<file path="src/rtl/seg_disp_pkg.sv">
// Shared definitions for the BCD 7-segment display driver.
//   SEG_BLANK / SEG_DASH : active-low segment patterns (bit0=a .. bit6=g, 0=lit)
//   state_t              : control FSM states of bcd_display_driver
//   bcd_to_seg()         : BCD nibble -> active-low segments, codes >9 blank
package seg_disp_pkg;

    localparam logic [6:0] SEG_BLANK = 7'h7F;
    localparam logic [6:0] SEG_DASH  = 7'h3F;

    typedef enum logic [1:0] {
        IDLE  = 2'd0,
        SHIFT = 2'd1,
        LOAD  = 2'd2
    } state_t;

    function automatic logic [6:0] bcd_to_seg(input logic [3:0] digit);
        logic [6:0] seg;
        case (digit)
            4'd0:    seg = 7'h40;
            4'd1:    seg = 7'h79;
            4'd2:    seg = 7'h24;
            4'd3:    seg = 7'h30;
            4'd4:    seg = 7'h19;
            4'd5:    seg = 7'h12;
            4'd6:    seg = 7'h02;
            4'd7:    seg = 7'h78;
            4'd8:    seg = 7'h00;
            4'd9:    seg = 7'h10;
            default: seg = SEG_BLANK;
        endcase
        return seg;
    endfunction

endpackage

</file>
<file path="src/rtl/seg7_digit_encode.sv">
// One decimal digit -> active-low 7-segment pattern (purely combinational).
//   digit_i : BCD nibble
//   seg_o   : segments, bit0=a .. bit6=g, 0=lit; non-decimal codes blank
module seg7_digit_encode
    import seg_disp_pkg::*;
(
    input  logic [3:0] digit_i,
    output logic [6:0] seg_o
);

    assign seg_o = bcd_to_seg(digit_i);

endmodule

</file>
<file path="src/rtl/bcd_display_driver.sv">
// Binary value -> NUM_DIGITS active-low 7-segment displays.
// Conversion is sequential double-dabble, one input bit per clock.
//
// Ports:
//   clk         : clock, all state on rising edge
//   reset_n     : asynchronous active-low reset
//   in_valid    : in_data holds a value to display
//   in_data     : unsigned binary value (DATA_W bits)
//   in_ready    : driver idle
//   hex         : segments, digit k at [7k+6:7k], 0=lit
//   overflow    : last accepted value exceeded 10^NUM_DIGITS-1
//   disp_update : one-cycle pulse after hex/overflow take a new value
//
// Handshake: a value is accepted on a rising edge where in_valid & in_ready;
// in_valid is ignored while busy, so the source holds the value until in_ready.
//
// Build option: define LEADING_ZERO_BLANK_EN to blank digits above the most
// significant nonzero digit (digit 0 always shown, never applied to dashes).
module bcd_display_driver
    import seg_disp_pkg::*;
#(
    parameter int DATA_W     = 20,
    parameter int NUM_DIGITS = 6
) (
    input  logic                    clk,
    input  logic                    reset_n,
    input  logic                    in_valid,
    input  logic [DATA_W-1:0]       in_data,
    output logic                    in_ready,
    output logic [7*NUM_DIGITS-1:0] hex,
    output logic                    overflow,
    output logic                    disp_update
);

    localparam int BCD_W = 4 * NUM_DIGITS;
    localparam int CNT_W = (DATA_W > 1) ? $clog2(DATA_W) : 1;

    state_t                  state_q, state_d;
    logic [CNT_W-1:0]        cnt_q, cnt_d;
    logic [DATA_W-1:0]       bin_q, bin_d;
    logic [BCD_W-1:0]        bcd_q, bcd_d, bcd_adj;
    logic                    ovf_q, ovf_d;
    logic [7*NUM_DIGITS-1:0] seg_raw, hex_d, hex_q;
    logic                    overflow_q, disp_update_q;
    logic                    accept, last_shift;

    assign accept     = in_valid && in_ready;
    assign last_shift = (cnt_q == CNT_W'(DATA_W - 1));

    // ---------------- FSM: state register ----------------
    always_ff @(posedge clk or negedge reset_n) begin
        if (!reset_n) begin
            state_q <= IDLE;
        end else begin
            state_q <= state_d;
        end
    end

    // ---------------- FSM: next state ----------------
    always_comb begin
        state_d = state_q;
        case (state_q)
            IDLE:    if (accept) state_d = SHIFT;
            SHIFT:   if (last_shift) state_d = LOAD;
            LOAD:    state_d = IDLE;
            default: state_d = IDLE;
        endcase
    end

    // ---------------- FSM: outputs ----------------
    always_comb begin
        in_ready = (state_q == IDLE);
    end

    // ---------------- double-dabble datapath ----------------
    // Add-3 correction on every nibble >= 5 before the shift.
    always_comb begin
        bcd_adj = bcd_q;
        for (int k = 0; k < NUM_DIGITS; k++) begin
            if (bcd_q[4*k +: 4] >= 4'd5) begin
                bcd_adj[4*k +: 4] = bcd_q[4*k +: 4] + 4'd3;
            end
        end
    end

    always_comb begin
        bin_d = bin_q;
        bcd_d = bcd_q;
        ovf_d = ovf_q;
        cnt_d = cnt_q;
        case (state_q)
            IDLE: begin
                if (accept) begin
                    bin_d = in_data;
                    bcd_d = '0;
                    ovf_d = 1'b0;
                    cnt_d = '0;
                end
            end
            SHIFT: begin
                // A 1 leaving the top nibble means the value needs more
                // digits than we have; the flag stays set for this value.
                bin_d = bin_q << 1;
                bcd_d = {bcd_adj[BCD_W-2:0], bin_q[DATA_W-1]};
                ovf_d = ovf_q | bcd_adj[BCD_W-1];
                cnt_d = cnt_q + 1'b1;
            end
            default: ;
        endcase
    end

    always_ff @(posedge clk or negedge reset_n) begin
        if (!reset_n) begin
            bin_q <= '0;
            bcd_q <= '0;
            ovf_q <= 1'b0;
            cnt_q <= '0;
        end else begin
            bin_q <= bin_d;
            bcd_q <= bcd_d;
            ovf_q <= ovf_d;
            cnt_q <= cnt_d;
        end
    end

    // ---------------- segment encoding ----------------
    for (genvar k = 0; k < NUM_DIGITS; k++) begin : g_enc
        seg7_digit_encode u_enc (
            .digit_i (bcd_q[4*k +: 4]),
            .seg_o   (seg_raw[7*k +: 7])
        );
    end

`ifdef LEADING_ZERO_BLANK_EN
    logic lead_zero;
`endif

    always_comb begin
        hex_d = seg_raw;
`ifdef LEADING_ZERO_BLANK_EN
        lead_zero = 1'b1;
`endif
        if (ovf_q) begin
            hex_d = {NUM_DIGITS{SEG_DASH}};
        end
`ifdef LEADING_ZERO_BLANK_EN
        else begin
            // Walk down from the top digit; blank while everything above
            // (and including) this digit is zero. Digit 0 is never blanked.
            for (int k = NUM_DIGITS - 1; k >= 1; k--) begin
                lead_zero = lead_zero & (bcd_q[4*k +: 4] == 4'd0);
                if (lead_zero) begin
                    hex_d[7*k +: 7] = SEG_BLANK;
                end
            end
        end
`endif
    end

    // Display registers change only in LOAD, so partial results never show.
    always_ff @(posedge clk or negedge reset_n) begin
        if (!reset_n) begin
            hex_q         <= {NUM_DIGITS{SEG_BLANK}};
            overflow_q    <= 1'b0;
            disp_update_q <= 1'b0;
        end else begin
            disp_update_q <= (state_q == LOAD);
            if (state_q == LOAD) begin
                hex_q      <= hex_d;
                overflow_q <= ovf_q;
            end
        end
    end

    assign hex         = hex_q;
    assign overflow    = overflow_q;
    assign disp_update = disp_update_q;

endmodule

</file>
<file path="config.mk">
export PLATFORM = sky130hd
export DESIGN_NAME = bcd_display_driver
export DESIGN_NICKNAME = d
export VERILOG_FILES = /design/src/rtl/seg_disp_pkg.sv /design/src/rtl/seg7_digit_encode.sv /design/src/rtl/bcd_display_driver.sv
export SDC_FILE = /design/constraint.sdc
export NUM_CORES = 1
export LEC_CHECK = 0
export ABC_AREA = 1
export BUFFER_PORTS_ARGS = -buffer_cell sky130_fd_sc_hd__buf_4
export CAP_MARGIN = 20
export CORE_MARGIN = 2
export CORE_UTILIZATION = 51
export CTS_CLUSTER_SIZE = 30
export DETAILED_ROUTE_END_ITERATION = 16
export PLACE_DENSITY = 0.79
export SYNTH_ARGS = -nofsm -noshare
export SYNTH_HDL_FRONTEND = slang
export SYNTH_SLANG_ARGS = --single-unit
</file>
<file path="constraint.sdc">
create_clock -name clk -period 1.45 [get_ports clk]
set_input_delay 0.145 -clock clk [delete_from_list [all_inputs] [get_ports clk]]
set_output_delay 0.145 -clock clk [all_outputs]
set_load 0.02 [all_outputs]
</file>
Yosys cells after proc, flatten, opt, wreduce, memory -nomap -nowiden
Memories as Yosys holds them, arrays and structs flattened. Cells that the tools add are included.

Register bits: 96. Latch bits: 0. Memory bits (writable): 0. Memory bits (read-only): 672. Word-level logic and storage cells: 56. Memories: 6.

Memory list: (name not given) (depth 16, width 7, read ports 1, clocked after memory_dff 0, wr ports 0, line seg_disp_pkg.sv:18) `case (digit)`; (name not given) (depth 16, width 7, read ports 1, clocked after memory_dff 0, wr ports 0, line seg_disp_pkg.sv:18); (name not given) (depth 16, width 7, read ports 1, clocked after memory_dff 0, wr ports 0, line seg_disp_pkg.sv:18); (name not given) (depth 16, width 7, read ports 1, clocked after memory_dff 0, wr ports 0, line seg_disp_pkg.sv:18); (name not given) (depth 16, width 7, read ports 1, clocked after memory_dff 0, wr ports 0, line seg_disp_pkg.sv:18); (name not given) (depth 16, width 7, read ports 1, clocked after memory_dff 0, wr ports 0, line seg_disp_pkg.sv:18).

$add $sub $neg: 7. Multiply operators: 0. Div/mod/pow operators: 0. Magnitude comparators: 6. Eq/ne operators: 5. Shifts and indexed selects: 0. Multiplexer cells: 18. Bitwise logic cells: 1. Reduce and logical (&&, ||, !) cells: 5.

Operator list (number): $pmux 24 s2 (1); $mux 42 (1); $pmux 20 s2 (1); $add 4x2->4 const B (6); $ge 4x3->1 const B (6); $mux 24 (1); $mux 4 (6); $mux 20 (1); $pmux 5 s2 (1); $add 5x1->5 const B (1); $eq 5x5->1 const B (1); $mux 5 (1); $mux 2 (2); $pmux 2 s2 (1); $reduce_and 2->1 (2); $eq 2x1->1 const B (1); $eq 2x2->1 const B (1); $logic_not 2->1 (1); $ne 2x1->1 const B (1); $ne 2x2->1 const B (1); $pmux 1 s2 (1); $reduce_bool 2->1 (1); $logic_and 1x1->1 (1); $mux 1 (1); $or 1x1->1 (1).

Logic depth before layout (Yosys ltp)
Gate-level depths: netlist of the first run.

Depth in word-level cells: 4. Mapped depth: 9.

Modules after synthesis
Synthesis of the first run repeated with hierarchy kept, for this count alone.

Cells, all modules: 745. Area, all modules: 5672.9 µm².

Modules (own cells, without submodules): bcd_display_driver (times used 1, cells each 535, area an instance 4546.9 µm²); seg7_digit_encode (times used 6, cells each 35, area an instance 187.7 µm²).

Least setup slack after synthesis of the first run
OpenSTA, ideal clock, no wires.

Path type: register to register. From: reg bcd_q[20]. To: reg bcd_q[23]. Library setup time: 0.137 ns. Arrival time: 1.202 ns. Required time: 1.313 ns. Setup slack: 0.111 ns. Cell stages (with the launch flop): 8. Path buffers: 0. Clock period less this slack: 1.339 ns. Path through: dfrtp_1 inv_1 ha_1 ha_1 inv_1 nand2_1 nand3_1 o21ai_0.

Word-level cells in the longest chain between the ends: 3. Elaborated cells on any way between the ends: 4. Those cells by class: add/sub (1); order compare (1); mux (2).

RTL lines: from (decl) (line bcd_display_driver.sv:41) `logic [BCD_W-1:0] bcd_q, bcd_d, bcd_adj;`; from (signal assigned) (line bcd_display_driver.sv:115) `bcd_q <= '0;`; from (signal assigned) (line bcd_display_driver.sv:120) `bcd_q <= bcd_d;`; $add 4x2->4 or $ge 4x3->1 (tied branches) (line bcd_display_driver.sv:81, bcd_display_driver.sv:80); $mux 4 (*) (line bcd_display_driver.sv:80) `if (bcd_q[4*k +: 4] >= 4'd5) begin`; $pmux 24 s2 (*) (line bcd_display_driver.sv:91) `case (state_q)`.

Every way passes the cells marked *; elsewhere a longest branch is shown, timed or not. A chain may end at the register's enable or synchronous reset.

Final worst setup path of the first run
From: reg bcd_q[8]. To: reg bcd_q[10].

Same word-level chain as after synthesis.

==> impl.org, run 1 <==
** Outcome
- Status :: complete, no violations

** STA
- Final Max Tran Viols :: 0
- Post-route clock skew :: 8.43 ps
- Hold Slack :: 2.84 ps
- Unrepaired setup endpoints after global routing :: true
- The hold violation total from the final report was 0.
- For the pin with the worst max-slew slack, the measured transition is 505 ps.
- Time the worst path needs with I/O delays and setup :: 1370 ps
- Dividing the final minimum period by the clock period gives 94.7%.
- Measured against its own limit, the worst slew margin works out to 66.3%.
- Final setup fails :: 0
- Fmax achieved :: 728 MHz

** Place
- Hpwl dp :: 8.47 mm
- Count of buffers from port buffering :: 67
- Placer Congestion :: 0.863

** Synth
- Proportion of synthesized chip area in sequential cells :: 45.9%
- Synthesized cell area :: 5350 µm²
- Ranked by total cell area, the synthesized netlist is headed by sky130_fd_sc_hd__dfrtp_1 (25%), sky130_fd_sc_hd__dfstp_2 (21%), sky130_fd_sc_hd__nand2_1 (17%).
- Number of synthesized register bits :: 96
- The average instance in the mapped netlist occupies 7.76 µm².
- In this run the biggest area consumer among cell types represents 25.3% of the synthesized area.
- Dominant register cell in the synthesized netlist :: sky130_fd_sc_hd__dfrtp_1
- The synthesized design spends more area on one cell type than any other, namely sky130_fd_sc_hd__dfrtp_1.
- Nets in the synthesized netlist :: 749
- The synthesized netlist contains 25 unique library cells.
- Synthesis produced 689 cells.
- In this run, synthesis inferred 0 flip-flops with an integrated enable.
- Yosys warnings :: 0
- Counting flops with an async set or reset pin after synthesis yields a share of 100%.

** Drt
- After detailed routing, the total wire length is 12.2 mm.
- In the routed design, unresolved DRC markers number 0.
- Count of routing violations after the opening detailed-route iteration :: 325
- In the final routed layout, each cell accounts on average for 13.0 µm.
- The first TritonRoute pass finished after 5 iterations.
- Vias :: 4792
- Vias per cell :: 5.09
- Post-detailed-route count of antenna-violating nets :: 0

** CTS
- Largest buffer count on any clock path :: 2
- The H-tree was split into 3 levels.
- Clock network latency to the later pin of the worst-skew pair :: 370 ps
- TritonCTS built the clock tree.
- Clock-pin slew was measured on the worst setup and hold paths at 90 ps.
- Clk sink count :: 96
- The number of clock buffers added by TritonCTS is 9.
- The root buffer cell chosen for the clock tree is sky130_fd_sc_hd__clkbuf_8.

** GRT
- After global routing the overflow that remains totals 0.
- Global-route wire length before repair :: 20.6 mm
- Global routing used 22.4% of the available tracks across all layers.
- The number of antenna violations at the first check in global routing was 0.
- Vias in the first global route :: 4565
- Largest net degree at the start of global routing :: 97

** Worst hold path
- Tightest Hold Check Type :: in2reg
- Hold path start :: in_data[2]

** Finish
- Number of nets in the layout :: 860
- Relative to the synthesized area, the layout overhead comes to 23.0%.
- Antenna Diode Count :: 0
- Filler Cell Count :: 854
- Cells with a size suffix above 1 make up 24.2% of the layout.

** Floorplanning
- Chip height :: 106 µm
- Site Rows :: 37
- Ports :: 68
- The region available for standard cell placement spans 10200 µm².
- Die W :: 106 µm
- Initial cell density of the core :: 52.3%
- Die footprint :: 11300 µm²

** Critical path
- Broken down by cell family, the worst path's largest delay share belongs to flip-flops.
- Setup slack on the worst flop-to-flop path :: 80 ps
- Critical-path top delay cell :: sky130_fd_sc_hd__dfrtp_2
- At the worst endpoint, the required time is 1720 ps.
- The worst register-to-register path begins at bcd_q[8]$_DFFE_PN0P_.
- The critical path contains buffers and inverters numbering 2 combined.
- The largest single stage delay on the critical path is 450 ps.
- In this run the worst setup path begins at bcd_q[8]$_DFFE_PN0P_.
- Maximum fanout along the worst path :: 6
- STA classifies the critical path startpoint as a flop.
- The worst setup path is captured at a flop.
- Arrival time of the worst setup path :: 1640 ps
- Kind of critical path :: reg2reg
- Chain of cells forming the critical path :: buf_4 -> ha_1 -> inv_1 -> nand2_1 -> nand2_2 -> nand3_1 -> nand3_1 -> nand2_1

** Power
- For this design the ratio of total power to cell area is 1820 nW/µm².
- After layout, the design draws a total of 12.0 mW.
- Worst supply voltage drop on vdd :: 866 µV
- Static leakage power :: 3.34 nW

** Job
- Maxcap violations :: 0
==> metal layers <==
metal	up-vias	GRT usage, %	routed length, µm
met1	2229	29.1	5450
met2	135	38.0	6000
li1	2402	-	-
met4	0	8.07	231
met5	-	0	0
met3	26	3.37	541
==> timing repair <==
item,in CTS,in global routing
hold endpoints to repair,71,0
endpoints found under the setup margin,10,19
hold buffers,18,0
resized for setup,2,19
pin swaps,0,1
setup buffers,0,4
==> cells in the mapped netlist (3+ instances only) <==
master,number
sky130_fd_sc_hd__nand2_1,238
sky130_fd_sc_hd__nand3_1,73
sky130_fd_sc_hd__nor2_1,64
sky130_fd_sc_hd__dfrtp_1,54
sky130_fd_sc_hd__inv_1,52
sky130_fd_sc_hd__dfstp_2,42
sky130_fd_sc_hd__ha_1,37
sky130_fd_sc_hd__a21oi_1,33
sky130_fd_sc_hd__o21ai_0,33
sky130_fd_sc_hd__buf_2,14
sky130_fd_sc_hd__buf_6,7
sky130_fd_sc_hd__inv_2,7
sky130_fd_sc_hd__o211ai_1,7
sky130_fd_sc_hd__o21bai_1,6
sky130_fd_sc_hd__or2_1,5
sky130_fd_sc_hd__clkbuf_1,4
sky130_fd_sc_hd__clkinv_1,3
==> where the power goes <==
group	switching [mW]	total [mW]	internal [mW]	leakage [nW]
Sequential	0.675	4.17	3.49	1.10
Combinational	3.71	6.20	2.49	2.15
Clock	0.953	1.62	0.665	0.0813
==> final cells by class <==
class                   count  area (µm²)  share of cell area, %
clock buffers              11         141                   2.15
inverters                  62         235                   3.57
multi-input cells         506        2520                   38.3
flip-flops and latches     96        2460                   37.4
clock inverters             5        32.5                  0.494
repair buffers            125        1020                   15.5
well taps                 136         170                   2.59
==> registers in the layout (all words and copies together) (netlist names) <==
| register | count |
|---|---|
| bcd_q | 24 |
| bin_q | 20 |
| cnt_q | 5 |
| disp_update | 1 |
| hex | 42 |
| overflow | 1 |
| ovf_q | 1 |
| state_q | 2 |
==> through the flow <==
step / worst slack (ps) / std cells / TNS [ps] / util, % / instance area (µm²)
finish: 77.2 / 941 / 0 / 64.3 / 6580
CTS: 16.2 / 937 / 0 / 63.8 / 6520
detailed placement: -13.1 / 903 / -13.1 / 60.3 / 6170
global route: -32.7 / 941 / -83.6 / 64.3 / 6580
global placement: 52.9 / 903 / 0 / 60.3 / 6170
floorplan: 111 / 689 / 0 / - / 5350
==> worst reg2reg max path, delay by kind of cell, from the launching register on <==
| kind | cells | cell delay, ps |
|---|---|---|
| fa+ha+maj | 1 | 190 |
| buf+inv | 2 | 210 |
| flops | 1 | 450 |
| simple gates | 5 | 420 |
==> cells by family (layout without fill, tap and decap cells) <==
kind of cell / count (synthesis) / in the layout / share of synthesized area [%]
adders and majority gates: 37 / 37 / 8.65
buffers and inverters: 87 / 203 / 7.42
DFF: 96 / 96 / 45.9
AOI/OAI and AO/OA: 80 / 80 / 8.12
and+or+nand+nor: 389 / 389 / 29.9
==> layout by cell type, fill, tap and decap left out <==
cell type                       instances
sky130_fd_sc_hd__o21bai_1               6
sky130_fd_sc_hd__nand4_1                2
sky130_fd_sc_hd__clkinv_2               2
sky130_fd_sc_hd__nor3_1                 1
sky130_fd_sc_hd__o21ai_1                1
sky130_fd_sc_hd__inv_4                  1
sky130_fd_sc_hd__ha_1                  31
sky130_fd_sc_hd__dfrtp_1               49
sky130_fd_sc_hd__nand2_4                2
sky130_fd_sc_hd__nand2_1              236
sky130_fd_sc_hd__dfrtp_2                5
sky130_fd_sc_hd__a21oi_1               33
sky130_fd_sc_hd__or2_0                  1
sky130_fd_sc_hd__clkinv_1               3
sky130_fd_sc_hd__ha_2                   6
sky130_fd_sc_hd__clkbuf_8              10
sky130_fd_sc_hd__dlygate4sd3_1         18
sky130_fd_sc_hd__clkbuf_1               1
sky130_fd_sc_hd__nand3_1               73
sky130_fd_sc_hd__nor2_1                63
sky130_fd_sc_hd__o21ai_0               32
sky130_fd_sc_hd__inv_2                 11
sky130_fd_sc_hd__buf_12                 3
sky130_fd_sc_hd__nand2_2                3
sky130_fd_sc_hd__dfstp_2               42
sky130_fd_sc_hd__buf_4                104
sky130_fd_sc_hd__nor2_2                 1
sky130_fd_sc_hd__o22ai_1                1
sky130_fd_sc_hd__or2_2                  1
sky130_fd_sc_hd__inv_1                 47
sky130_fd_sc_hd__or2_1                  5
sky130_fd_sc_hd__o211ai_1               7
sky130_fd_sc_hd__clkinvlp_4             3
sky130_fd_sc_hd__nor2_4                 1
==> path summary, 6_finish.rpt <==
path	end	depth (start not counted)
max	bcd_q[10]$_DFFE_PN0P_	8
min in group asynchronous	disp_update$_DFF_PN0_	3
min reg2reg	hex[41]$_DFFE_PN1P_	2
max in group asynchronous	bcd_q[4]$_DFFE_PN0P_	3
min	bin_q[2]$_DFFE_PN0P_	3
max reg2reg	bcd_q[10]$_DFFE_PN0P_	8
(Power assumes the default switching activity.)
==> run 2, diff against run 1 <==
--- a/config.mk
+++ b/config.mk
@@ -8,11 +8,11 @@
 export ABC_AREA = 1
 export BUFFER_PORTS_ARGS = -buffer_cell sky130_fd_sc_hd__buf_4
 export CAP_MARGIN = 20
-export CORE_MARGIN = 2
 export CORE_UTILIZATION = 51
 export CTS_CLUSTER_SIZE = 30
 export DETAILED_ROUTE_END_ITERATION = 16
-export PLACE_DENSITY = 0.79
+export PLACE_DENSITY = 0.77
 export SYNTH_ARGS = -nofsm -noshare
 export SYNTH_HDL_FRONTEND = slang
 export SYNTH_SLANG_ARGS = --single-unit
+export TNS_END_PERCENT = 20
==> constraint.sdc (replaced) <==
create_clock -name clk -period 1.6 [get_ports clk]
set_input_delay 0.16 -clock clk [delete_from_list [all_inputs] [get_ports clk]]
set_output_delay 0.16 -clock clk [all_outputs]
set_load 0.02 [all_outputs]
==> run 2 against run 1 <==
  * Critical path depth shrank 1
  * Final cell count down 4.6%
  * Register-to-register slack gained 30 ps
  * First-iteration DRC count fell by 28%
  * Clock-buffer cell count is 4 higher
  * Sequential share of layout area rose by 2.0 points
  * Routed wire length decreased by 7.6%
  * Final area shrank 5.1%
  * Flip-flop and latch count unchanged
  * Critical endpoint is now bcd_q[23]$_DFFE_PN0P_
  * Highest routed layer unchanged
==> impl.org, run 2 (synthesis results as in run 1) <==
** CTS
- The worst-case clock buffer depth was 2 (unchanged).
- The clock transition at the registers of the reported paths was 100 ps (about the same).
- Clk sink count :: 96 (unchanged)
- Clock network latency to the later pin of the worst-skew pair :: 360 ps (about the same)
- TritonCTS built the clock tree.
- Maximum level of the CTS H-tree :: 3 (unchanged)
- The post-CTS setup buffer count is 0 (unchanged).
- CTS Buf Count :: 9 (unchanged)
- Cell chosen for the clock root :: sky130_fd_sc_hd__clkbuf_8

** GRT
- Global-route wire length before repair :: 19.4 mm (-5.9%)
- The global-route usage over all layers was 21.9% (-0.46 points).
- The maximum number of pins on one net before global-route repair came to 42 (-57%).
- The via count of the first global-routing pass is 4287 (-6.1%).
- Total congestion overflow after global routing :: 0 (unchanged)
- Antenna violations before repair :: 0 (unchanged)

** STA
- Setup repair after global routing left no endpoint under its margin.
- Time the worst path needs with I/O delays and setup :: 1490 ps (+118 ps)
- Final setup fails :: 0 (unchanged)
- The total count of max-transition violations in the final report came to 0 (unchanged).
- The slew at the pin closest to its max-slew limit is 399 ps (-106 ps).
- Final Hold Viols :: 0 (unchanged)
- The share of the cycle needed by the critical path after routing was 93.2% (-1.5 points).
- Fmax achieved :: 671 MHz (-7.9%)
- The final total negative setup slack came to 0 ps (unchanged).
- Slew headroom :: 73.4% (+7.1 points)
- Post-route clock skew :: 10.3 ps (+1.90 ps)

** Critical path
- Kind of critical path :: reg2reg
- Reg2reg path depth :: 7 (-1)
- In this run the worst setup path begins at bcd_q[20]$_DFFE_PN0P_.
- The required time of the critical path came to 1830 ps (+110 ps).
- The worst register-to-register path begins at bcd_q[20]$_DFFE_PN0P_.
- STA classifies the critical path endpoint as a flop.
- Startpoint types :: flop
- The worst register-to-register path ends at bcd_q[23]$_DFFE_PN0P_.
- In this run the worst setup path terminates at bcd_q[23]$_DFFE_PN0P_.
- Setup slack on the worst flop-to-flop path :: 110 ps (+30 ps)
- Arrival time of the worst setup path :: 1720 ps (+80 ps)
- Maximum fanout along the worst path :: 6 (unchanged)

** Place
- Placer Congestion :: 0.881 (+2.1%)
- The number of placed instances, taps included is 877 (-2.9%).
- The placed wire-length estimate after detailed placement came to 8.01 mm (-5.4%).
- Count of buffers from port buffering :: 67 (unchanged)

** Finish
- The number of inserted diodes is 0 (unchanged).
- The flip-flop count of the largest register, all copies and words added came to 42 (unchanged).
- The post-route core utilization is 61.0% (-3.3 points).
- In the layout the commonest cells are sky130_fd_sc_hd__nand2_1 (238), sky130_fd_sc_hd__buf_4 (74), sky130_fd_sc_hd__nand3_1 (73), sky130_fd_sc_hd__nor2_1 (64), sky130_fd_sc_hd__inv_1 (52).
- Number of nets in the layout :: 817 (-5.0%)
- Non-filler instance count after layout :: 898 (-4.6%)
- Fraction of final layout cells with drive strength greater than 1 :: 19.8% (-4.4 points)
- Commonest non-fill, non-tap cell in the layout :: sky130_fd_sc_hd__nand2_1
- Layout-stage area growth over the synthesis result :: 16.7%

** Outcome
- Status :: complete, no violations

** Drt
- The post-route antenna net violation count came to 0 (unchanged).
- Final Routed Wirelength :: 11.3 mm (-7.6%)
- Post-route DRC :: 0 (unchanged)
- The average wire per standard cell is 12.6 µm (-3.2%).
- The number of search-and-repair iterations in the first detailed-routing pass is 8 (+3).
- Count of routing violations after the opening detailed-route iteration :: 233 (-28%)
- The average vias per placed instance is 5.06 (-0.55%).
- The total number of vias is 4548 (-5.1%).

** Floorplanning
- Site Rows :: 37 (unchanged)
- The placeable core region came to 10200 µm² (unchanged).
- The die area is 10900 µm² (-3.7%).
- The die outline height is 104 µm (-1.9%).
- The x dimension of the die is 104 µm (-1.9%).
- The initial core utilization is 52.3% (unchanged).
- The number of top-level pins was 68 (unchanged).

** Worst hold path
- The path class of the tightest hold or removal check is in2reg.

** Job
- The max-capacitance violation count is 0 (unchanged).

** Power
- Static leakage power :: 3.18 nW (-4.8%)
- Worst supply voltage drop on vdd :: 667 µV (-23%)
- Ratio of total power to cell area :: 1660 nW/µm² (-8.6%)
-- run 2: power by group --
group          switching (mW)  internal, mW  leakage [nW]
sequential              0.778          3.17          1.10
clock                   0.836         0.841         0.110
combinational            2.99          1.78          1.96
-- run 2: through the flow --
step	power, mW	setup WS [ps]	instance area (µm²)	hold WS, ps
2_1_floorplan	7.49	261	5350	-136
3_3_place_gp	8.45	93.7	5970	116
3_5_place_dp	8.68	93.3	5970	118
4_1_cts	10.4	69.5	6230	6.85
5_1_grt	11.4	4.12	6240	17.5
6_report	10.4	110	6240	17.1
-- run 2: critical path, cell delays in order (launching register included) --
cell and delay, ps:
sky130_fd_sc_hd__dfrtp_2 450, sky130_fd_sc_hd__inv_1 150, sky130_fd_sc_hd__ha_1 240, sky130_fd_sc_hd__ha_1 250, sky130_fd_sc_hd__inv_1 60, sky130_fd_sc_hd__nand2_1 60, sky130_fd_sc_hd__nand3_1 70, sky130_fd_sc_hd__o21ai_0 90
-- run 2: worst min path at each step --
stage | start | endpoint | cells past startpoint
global placement | reset_n | disp_update$_DFF_PN0_ | 1
floorplan | reset_n | bcd_q[0]$_DFFE_PN0P_ | 0
finish | in_data[17] | bin_q[17]$_DFFE_PN0P_ | 3
CTS | in_data[18] | bin_q[18]$_DFFE_PN0P_ | 3
global route | in_data[18] | bin_q[18]$_DFFE_PN0P_ | 3
detailed placement | reset_n | disp_update$_DFF_PN0_ | 1
-- run 2: layout make-up --
cell class | instances | area, µm²
fillers | 884 | 3990
clock inverters | 1 | 5.00
clock buffers | 15 | 209
inverters | 62 | 235
multi-input cells | 506 | 2500
repair buffers | 82 | 666
well taps | 136 | 170
flip-flops and latches | 96 | 2460
-- run 2: repair_timing --
action,CTS,global route
hold buffers,5,0
hold endpoints to repair,14,0
resized for setup,0,8
endpoints found under the setup margin,0,17
-- run 2: metal layers --
| layer | track usage, % | wire [µm] |
|---|---|---|
| met4 | 7.86 | 209 |
| met3 | 2.69 | 340 |
| met5 | 0 | 0 |
| met2 | 36.8 | 5500 |
| met1 | 29.1 | 5230 |
==> run 3, diff against run 2 <==
--- a/config.mk
+++ b/config.mk
@@ -9,6 +9,7 @@
 export BUFFER_PORTS_ARGS = -buffer_cell sky130_fd_sc_hd__buf_4
 export CAP_MARGIN = 20
 export CORE_UTILIZATION = 51
+export CTS_BUF_LIST = sky130_fd_sc_hd__clkbuf_16
 export CTS_CLUSTER_SIZE = 30
 export DETAILED_ROUTE_END_ITERATION = 16
 export PLACE_DENSITY = 0.77
==> run 3 against run 2 <==
  * Power is 4.2% higher
  * Maximum frequency fell by 0.95%
  * Global-route usage fell by 0.086 points
  * Sequential power about the same
  * Sequential share of layout area decreased by 0.27 points
  * Critical path depth is 1 lower
  * Utilization is 0.35 points higher
==> impl.org, run 3 (synthesis results as in run 1) <==
** Critical path
- Kind of critical path :: reg2reg
- The cell count along the critical path is 6 (-1).
- Setup slack on the worst flop-to-flop path :: 100 ps (about the same)
- Counting stages on the worst path, the most repeated cell is sky130_fd_sc_hd__nand2_1.
- Reg2reg path depth :: 6 (-1)
- The required time of the critical path was 1870 ps (+40 ps).
- In this run the worst setup path begins at state_q[1]$_DFFE_PN0P_.
- Combined buffer and inverter count along the critical path :: 2 (unchanged)
- STA classifies the critical path startpoint as a flop.
- Termination of the worst setup path :: bcd_q[17]$_DFFE_PN0P_
- Kind of cell adding the most delay to the critical path :: buffers and inverters
- Critical-path top delay cell :: sky130_fd_sc_hd__inv_2
- The arrival time reported for the critical path endpoint was 1770 ps (+50 ps).
- The signal on the critical path passes through inv_2 -> nand2_4 -> nand2_1 -> inv_2 -> nand2_1 -> nand2_1.
- Critical register-to-register path startpoint :: state_q[1]$_DFFE_PN0P_
- The maximum fanout count along the critical path is 38 (+32).
- The worst setup path is captured at a flop.
- The endpoint identified for the worst register-to-register timing path is bcd_q[17]$_DFFE_PN0P_.
- The worst stage delay on the critical path came to 490 ps (+40 ps).

** CTS
- Largest buffer count on any clock path :: 2 (unchanged)
- The number of buffers created by CTS came to 9 (unchanged).
- Clk sink count :: 96 (unchanged)
- CTS tree :: yes
- Cell chosen for the clock root :: sky130_fd_sc_hd__clkbuf_16
- The clock transition at the registers of the reported paths came to 70 ps (-30 ps).
- Setup Fix Bufs, Post-CTS :: 0 (unchanged)
- Clock network latency to the later pin of the worst-skew pair :: 330 ps (-30 ps)
- The number of H-tree levels was 3 (unchanged).

** Floorplanning
- Die footprint :: 10900 µm² (unchanged)
- The number of core rows came to 37 (unchanged).
- The placeable core region is 10200 µm² (unchanged).
- Die W :: 104 µm (unchanged)
- The die outline height came to 104 µm (unchanged).
- The number of top-level pins is 68 (unchanged).
- Initial cell density of the core :: 52.3% (unchanged)

** Power
- The power per unit of standard cell area came to 1720 nW/µm² (+3.5%).
- Static leakage power :: 3.20 nW (+0.90%)
- Internal power :: 6.16 mW (+6.5%)
- The sequential share of power came to 36.6% (-1.3 points).
- The portion of total power attributed to the clock network came to 19.4% (+3.3 points).
- Post-layout power :: 10.8 mW (+4.2%)
- The power dissipated by switching net loads was 4.66 mW (+1.2%).
- Worst supply voltage drop on vdd :: 653 µV (-2.1%)
- Logic pwr share :: 44.1% (-1.8 points)
- Switching fraction of total power :: 43.1% (-1.2 points)

** Drt
- The number of search-and-repair iterations in the first detailed-routing pass was 4 (-4).
- Post-detailed-route count of antenna-violating nets :: 0 (unchanged)
- The number of DRC markers after the initial detailed-route iteration is 232 (-0.43%).
- Vias per cell :: 5.09 (+0.54%)
- Post-route DRC :: 0 (unchanged)
- Final Routed Wirelength :: 11.4 mm (+0.64%)
- The average wire per standard cell came to 12.7 µm (+1.1%).
- The total number of vias came to 4552 (+0.088%).

** Finish
- The final cell count without fillers was 894 (-0.45%).
- The fraction of final layout cells sized beyond drive strength 1 was 19.5% (-0.29 points).
- The number of fillers in the final layout is 881 (-0.34%).
- Compared with the post-synthesis result, the final layout area differs by 17.4%.
- The number of inserted diodes came to 0 (unchanged).
- The cell area after layout came to 6280 µm² (+0.58%).
- The number of nets at the end of the flow was 813 (-0.49%).
- Leaving out fill and tap cells, the most frequent cell in the layout is sky130_fd_sc_hd__nand2_1.
- The flip-flop count of the largest register, all copies and words added was 42 (unchanged).
- In the layout the commonest cells are sky130_fd_sc_hd__nand2_1 (238), sky130_fd_sc_hd__buf_4 (74), sky130_fd_sc_hd__nand3_1 (73), sky130_fd_sc_hd__nor2_1 (64), sky130_fd_sc_hd__inv_1 (53).

** STA
- Final setup fails :: 0 (unchanged)
- Final Max Tran Viols :: 0 (unchanged)
- Final Hold Viols :: 0 (unchanged)
- Setup repair after global routing could not meet its margin everywhere.
- Time the worst path needs with I/O delays and setup :: 1500 ps (+14.3 ps)
- The tightest slew margin relative to the limit was 56.7% (-17 points).
- The share of the cycle needed by the critical path after routing is 94.0% (+0.89 points).
- Tightest Pin Transition :: 649 ps (+250 ps)
- Fmax achieved :: 665 MHz (-0.95%)
- Post-route clock skew :: 10.2 ps (-0.146 ps)

** Place
- Count of buffers from port buffering :: 67 (unchanged)
- The number of placed instances, taps included was 877 (unchanged).
- The standard cell area after detailed placement came to 5970 µm² (unchanged).
- The routability congestion estimate from global placement was 0.881 (unchanged).
- Hpwl dp :: 8.01 mm (unchanged)

** GRT
- Largest net degree at the start of global routing :: 42 (unchanged)
- The overall overflow remaining after global route is 0 (unchanged).
- The number of antenna violations at the first check in global routing came to 0 (unchanged).
- The global-route usage over all layers came to 21.8% (-0.086 points).
- Global-route wire length before repair :: 19.4 mm (about the same)
- The via count of the first global-routing pass came to 4276 (-0.26%).

** Worst hold path
- In this run the worst hold path is classified as in2reg.
- Hold path start :: in_data[0]

** Outcome
- The flow ran to the end, and the final reports show no timing, DRC or antenna violations.

** Job
- Maxcap violations :: 0 (unchanged)
[run 3: metal layers]
layer / track usage, % / share of wire, %
met5: 0 / 0
met1: 29.5 / 46
met3: 2.44 / 4.1
met4: 6.22 / 1.0
met2: 37.0 / 49
[run 3: stage by stage]
step           setup WS, ps  util [%]  setup TNS, ps  hold slack [ps]
6_report               95.2      61.4              0             27.5
4_1_cts                41.0      61.3              0             25.8
5_1_grt               -47.8      61.4           -170             32.2
2_1_floorplan           261         -              0             -136
3_5_place_dp           93.3      58.4              0              118
3_3_place_gp           93.7      58.4              0              116
[run 3: worst register-to-register path, delay by kind of cell, from the launching register on]
family | cells | cell delay, ps
DFF | 1 | 420
buffers and inverters | 2 | 560
and+or+nand+nor | 4 | 470
[run 3: what timing repair did]
| action | CTS | global route |
|---|---|---|
| hold buffers | 1 | 0 |
| gates resized for setup | 0 | 6 |
| endpoints found under the hold margin | 10 | 0 |
| setup endpoints to repair | 0 | 14 |
[run 3: cell type report]
class                      instances  area (µm²)  share of cell area, %
tap                              136         170                   2.71
inverter                          62         233                   3.71
timing repair buffer              78         626                   9.96
clock inverter                     5        20.0                  0.319
sequential                        96        2460                   39.2
clock buffer                      11         275                   4.38
multi-input combinational        506        2500                   39.8
[run 3: power groups by stage]
stage / logic, mW / registers (mW) / clock network, mW
global placement: 4.54 / 3.92 / 0
floorplan: 3.76 / 3.73 / 0
detailed placement: 4.72 / 3.96 / 0
CTS: 4.79 / 3.92 / 2.14
finish: 4.77 / 3.96 / 2.09
global route: 5.58 / 4.07 / 2.22
[run 3: how the worst min path moves through the flow]
stage,endpoint,slack (ps),cells after the start
floorplan,bcd_q[0]$_DFFE_PN0P_,-140,0
CTS,bin_q[0]$_DFFE_PN0P_,30,3
global route,bin_q[13]$_DFFE_PN0P_,30,3
detailed placement,disp_update$_DFF_PN0_,120,1
finish,bin_q[0]$_DFFE_PN0P_,30,3
global placement,disp_update$_DFF_PN0_,120,1
